$ cat src/rtl/pipe_stage_skid_reg.sv
// rtl/pipe_stage_skid_reg.sv - pipeline register with 2-entry skid buffer, flush and stall counter
module pipe_stage_skid_reg #(
  parameter int DATA_W = 69,
  parameter int CTRL_W = 2,
  parameter int CNT_W  = 16
) (
  input  logic              clk,
  input  logic              rst_n,
  input  logic              in_valid,
  output logic              in_ready,
  input  logic [DATA_W-1:0] in_data,
  input  logic [CTRL_W-1:0] in_ctrl,
  output logic              out_valid,
  input  logic              out_ready,
  output logic [DATA_W-1:0] out_data,
  output logic [CTRL_W-1:0] out_ctrl,
  input  logic              flush,
  output logic [CNT_W-1:0]  stall_cnt
);

  typedef enum logic [1:0] {
    EMPTY = 2'd0,
    ONE   = 2'd1,
    FULL  = 2'd2
  } state_t;

  state_t            state_q, state_d;
  logic [DATA_W-1:0] m_data_q, m_data_d;
  logic [DATA_W-1:0] s_data_q, s_data_d;
  logic [CTRL_W-1:0] m_ctrl_q, m_ctrl_d;
  logic [CTRL_W-1:0] s_ctrl_q, s_ctrl_d;
  logic              in_ready_q, in_ready_d;
  logic [CNT_W-1:0]  stall_cnt_q, stall_cnt_d;
  logic              m_valid;
  logic              accept;
  logic              drain;

  assign m_valid = (state_q != EMPTY);
  assign accept  = in_valid & in_ready_q;
  assign drain   = m_valid & out_ready;

  always_comb begin
    state_d  = state_q;
    m_data_d = m_data_q;
    m_ctrl_d = m_ctrl_q;
    s_data_d = s_data_q;
    s_ctrl_d = s_ctrl_q;
    case (state_q)
      EMPTY: begin
        if (accept) begin
          m_data_d = in_data;
          m_ctrl_d = in_ctrl;
          state_d  = ONE;
        end
      end
      ONE: begin
        if (accept && drain) begin
          m_data_d = in_data;
          m_ctrl_d = in_ctrl;
        end else if (accept) begin
          s_data_d = in_data;
          s_ctrl_d = in_ctrl;
          state_d  = FULL;
        end else if (drain) begin
          state_d  = EMPTY;
        end
      end
      FULL: begin
        // in_ready is low here, so only the skid-to-main move can happen
        if (drain) begin
          m_data_d = s_data_q;
          m_ctrl_d = s_ctrl_q;
          state_d  = ONE;
        end
      end
      default: state_d = EMPTY;
    endcase
    if (flush) begin
      state_d  = EMPTY;
      m_ctrl_d = '0;
      s_ctrl_d = '0;
    end
    in_ready_d = (state_d != FULL);
  end

  always_comb begin
    stall_cnt_d = stall_cnt_q;
    if (m_valid && !out_ready && (stall_cnt_q != {CNT_W{1'b1}})) begin
      stall_cnt_d = stall_cnt_q + {{(CNT_W-1){1'b0}}, 1'b1};
    end
  end

  always_ff @(posedge clk or negedge rst_n) begin
    if (!rst_n) begin
      state_q     <= EMPTY;
      m_data_q    <= '0;
      m_ctrl_q    <= '0;
      s_data_q    <= '0;
      s_ctrl_q    <= '0;
      in_ready_q  <= 1'b1;
      stall_cnt_q <= '0;
    end else begin
      state_q     <= state_d;
      m_data_q    <= m_data_d;
      m_ctrl_q    <= m_ctrl_d;
      s_data_q    <= s_data_d;
      s_ctrl_q    <= s_ctrl_d;
      in_ready_q  <= in_ready_d;
      stall_cnt_q <= stall_cnt_d;
    end
  end

  // Bubbles must never present live control bits downstream
  assign out_valid = m_valid;
  assign out_data  = m_data_q;
  assign out_ctrl  = m_valid ? m_ctrl_q : '0;
  assign in_ready  = in_ready_q;
  assign stall_cnt = stall_cnt_q;

endmodule
$ cat config.mk
export PLATFORM = sky130hd
export DESIGN_NAME = pipe_stage_skid_reg
export DESIGN_NICKNAME = d
export VERILOG_FILES = /design/src/rtl/pipe_stage_skid_reg.sv
export SDC_FILE = /design/constraint.sdc
export NUM_CORES = 1
export LEC_CHECK = 0
export BUFFER_PORTS_ARGS = -buffer_cell sky130_fd_sc_hd__buf_4
export CAP_MARGIN = 15
export CORE_MARGIN = 5
export CORE_UTILIZATION = 54
export CTS_CLUSTER_SIZE = 24
export DETAILED_ROUTE_END_ITERATION = 16
export PLACE_DENSITY = 0.84
export SYNTH_ARGS = -nofsm -noshare
export SYNTH_HDL_FRONTEND = slang
export SYNTH_SLANG_ARGS = --single-unit
$ cat constraint.sdc
create_clock -name clk -period 2.4 [get_ports clk]
set_input_delay 0.72 -clock clk [delete_from_list [all_inputs] [get_ports clk]]
set_output_delay 0.72 -clock clk [all_outputs]
set_load 0.1 [all_outputs]
==> results.toml <==
[run_status]
status = "completed"

[final_layout]
fin_nets = 751
antenna_cells = 0
drive_gt1_share_pct = 63.3
final_cells = 859
area_delta_synth_final_pct = 29.7
final_area_um2 = 9420

[placed_design]
dpl-instance-area_um2 = 8770
dp_cells = 827
port-buffer-count = 164
hpwl_um = 10800
routabilityCongestion = 0.860
dp_slack_ps = 168

[critical_path]
critical_path_class = "register to output pin"
worstPathCellList = "inv_1, ha_4, nor2b_1, buf_6"
worstPathRequired_ps = 1680
cp-end-kind = "output pin"
crit_path_start_kind = "register"
slowest_delay_ps = 400
cpMaxStageDelayCell = "dfrtp_1"
crit_arrival_ps = 1560
critPathMaxFanout = 12

[clocking]
path_clk_slew_ps = 60
cts_tree = "done"
cts_buffer_depth = 2
clock_latency_ps = 420
clock-sinks = 161
cts_root_buf = "clkbuf_16"
cts_setup_buffers = 0
cts_max_level = 4
numCtsBuffers = 17
ctsHoldBuffers = 0

[logic_synthesis]
synth-seq-cells = 161
avgSynthCellArea_um2 = 14.4
ys_types = 43
synth_top_family_by_area = "multiplexers"
syn_nets = 586
synth_common_cells = "mux2_2 (209), dfrtp_1 (160), buf_2 (20), nand2_1 (11), xor2_1 (11)"
syn_inst = 505
ys_dominant_reg_cell = "dfrtp_1"
netlist_area_um2 = 7260
synth-compound-area-share_pct = 1.60
synth.area.mux_share_pct = 33.0
synth_edf_count = 0
synthTopCellsByArea = "dfrtp_1 (55%), mux2_2 (32%), buf_2 (1.4%)"
yosys_warnings = 0
async_flop_share_pct = 100
synth.most_common_cell = "mux2_2"
synth_xor_area_share_pct = 1.69
yosys.area.top_type = "dfrtp_1"
synth-simple-area-share_pct = 5.05
synth_seq_area_share_pct = 55.5
synth_top_cell_area_share_pct = 55.1
synth_fa_ha_area_share_pct = 0.861

[routing]
ant_nets = 0
dr.first_iter.drc_count = 303
post_drt_wl_per_cell_um = 18.3
drc = 0
via_per_inst = 5.47
routed_wl_um = 15700
num_vias = 4695
firstDrtPassIters = 4

[timing]
worst_pin_slew_ps = 527
finalHoldViolations = 0
maxSlewHeadroom_pct = 64.6
setup_tns_ps = 0
finalSetupViolations = 0
setup_slack_ps = 115
fin_skew_ps = 9.11
slew_violations = 0
timing.final.crit_period_ps = 2280
fmax_mhz = 438
min_period_over_period_pct = 95.2
rsz0062_at_grt = "false"

[flow_run]
cap_viol_max_count = 0

[die]
die_x_um = 126
coreArea_um2 = 13200
rows = 42
dieArea_um2 = 15900
die-height_um = 126
start_util_pct = 54.9
ios = 165

[global_routing]
first_global_vias = 5226
grt_first_pass_wirelength_um = 26200
grt-ovfl-total = 0
grt_max_degree = 51
grt_use_total_pct = 20.5
grt_antenna_before_repair = 0

[pwr]
peakVddDrop_mv = 1.05
p_per_area_nw_per_um2 = 1380
power_mw = 13.0
p_leak_nw = 4.16

[worst_hold_path]
worstHoldPathType = "primary input to async pin"
## kinds of logic after synthesis
group / Yosys count
simple gates: 62
fa+ha+maj: 5
buf+inv: 34
xor+xnor: 14
compound gates: 16
mux: 213
flops: 161
## timing repair
item,4_1_cts,5_1_grt
resized for setup,2,3
endpoints found under the setup margin,3,2
endpoints found under the hold margin,0,0
## layer usage
| metal | wire length, um | vias to the layer above | global-route usage (%) |
|---|---|---|---|
| met5 | 0 | - | 0 |
| met4 | 345 | 0 | 8.26 |
| met3 | 786 | 26 | 5.38 |
| met2 | 8170 | 123 | 34.5 |
| met1 | 6380 | 2400 | 25.4 |
| li1 | - | 2146 | - |
## power breakdown
| part | leakage [nW] | switching, mW | internal [mW] |
|---|---|---|---|
| combinational | 1.94 | 4.30 | 1.61 |
| sequential | 1.91 | 0.583 | 3.67 |
| clock | 0.302 | 1.08 | 1.80 |
## through the flow
| step | hold slack (ps) | util, % |
|---|---|---|
| 2_1_floorplan | 424 | - |
| 3_3_place_gp | 483 | 66.2 |
| 3_5_place_dp | 485 | 66.2 |
| 4_1_cts | 247 | 71.1 |
| 5_1_grt | 265 | 71.1 |
| 6_report | 245 | 71.1 |
## placed cells by master (no fill, tap or decap), types with 5 or more instances in the layout
| cell | n |
|---|---|
| buf_12 | 7 |
| buf_4 | 164 |
| clkbuf_16 | 17 |
| dfrtp_1 | 157 |
| inv_1 | 5 |
| mux2_2 | 209 |
| nand2_1 | 11 |
| nand3_1 | 8 |
| nor2_1 | 9 |
| nor3_1 | 9 |
| nor4_1 | 5 |
| xor2_1 | 11 |
## flip-flops by register name, indices dropped and copies added, names as in the netlist
| name | count |
|---|---|
| in_ready | 1 |
| m_ctrl_q | 2 |
| out_data | 69 |
| s_ctrl_q | 2 |
| s_data_q | 69 |
| stall_cnt | 16 |
| state_q | 2 |
## final timing paths
path | start | endpoint | slack [ps] | cells past startpoint
min in group clk | stall_cnt[14]$_DFFE_PN0P_ | stall_cnt[14]$_DFFE_PN0P_ | 490 | 1
worst max register to register | state_q[1]$_DFF_PN0_ | out_data[25]$_DFFE_PN0P_ | 240 | 6
worst min-delay path | rst_n | s_data_q[19]$_DFFE_PN0P_ | 250 | 1
max in group asynchronous | rst_n | stall_cnt[5]$_DFFE_PN0P_ | 1530 | 2
worst min register to register | stall_cnt[14]$_DFFE_PN0P_ | stall_cnt[14]$_DFFE_PN0P_ | 490 | 1
worst max-delay path | state_q[1]$_DFF_PN0_ | out_ctrl[0] | 120 | 4
## layout make-up
| class | count | area, um2 |
|---|---|---|
| clock inverters | 13 | 183 |
| well taps | 176 | 220 |
| multi-input cells | 310 | 3100 |
| fillers | 909 | 3820 |
| flip-flops and latches | 161 | 4030 |
| repair buffers | 174 | 1410 |
| clock buffers | 19 | 453 |
| inverters | 6 | 22.5 |
## critical path: cells and delay by family, from the launching register on
| family | cells | cell delay (ps) |
|---|---|---|
| simple gates | 1 | 160 |
| fa+ha+maj | 1 | 220 |
| flops | 1 | 400 |
| buf+inv | 2 | 370 |
(Power assumes the default switching activity.)
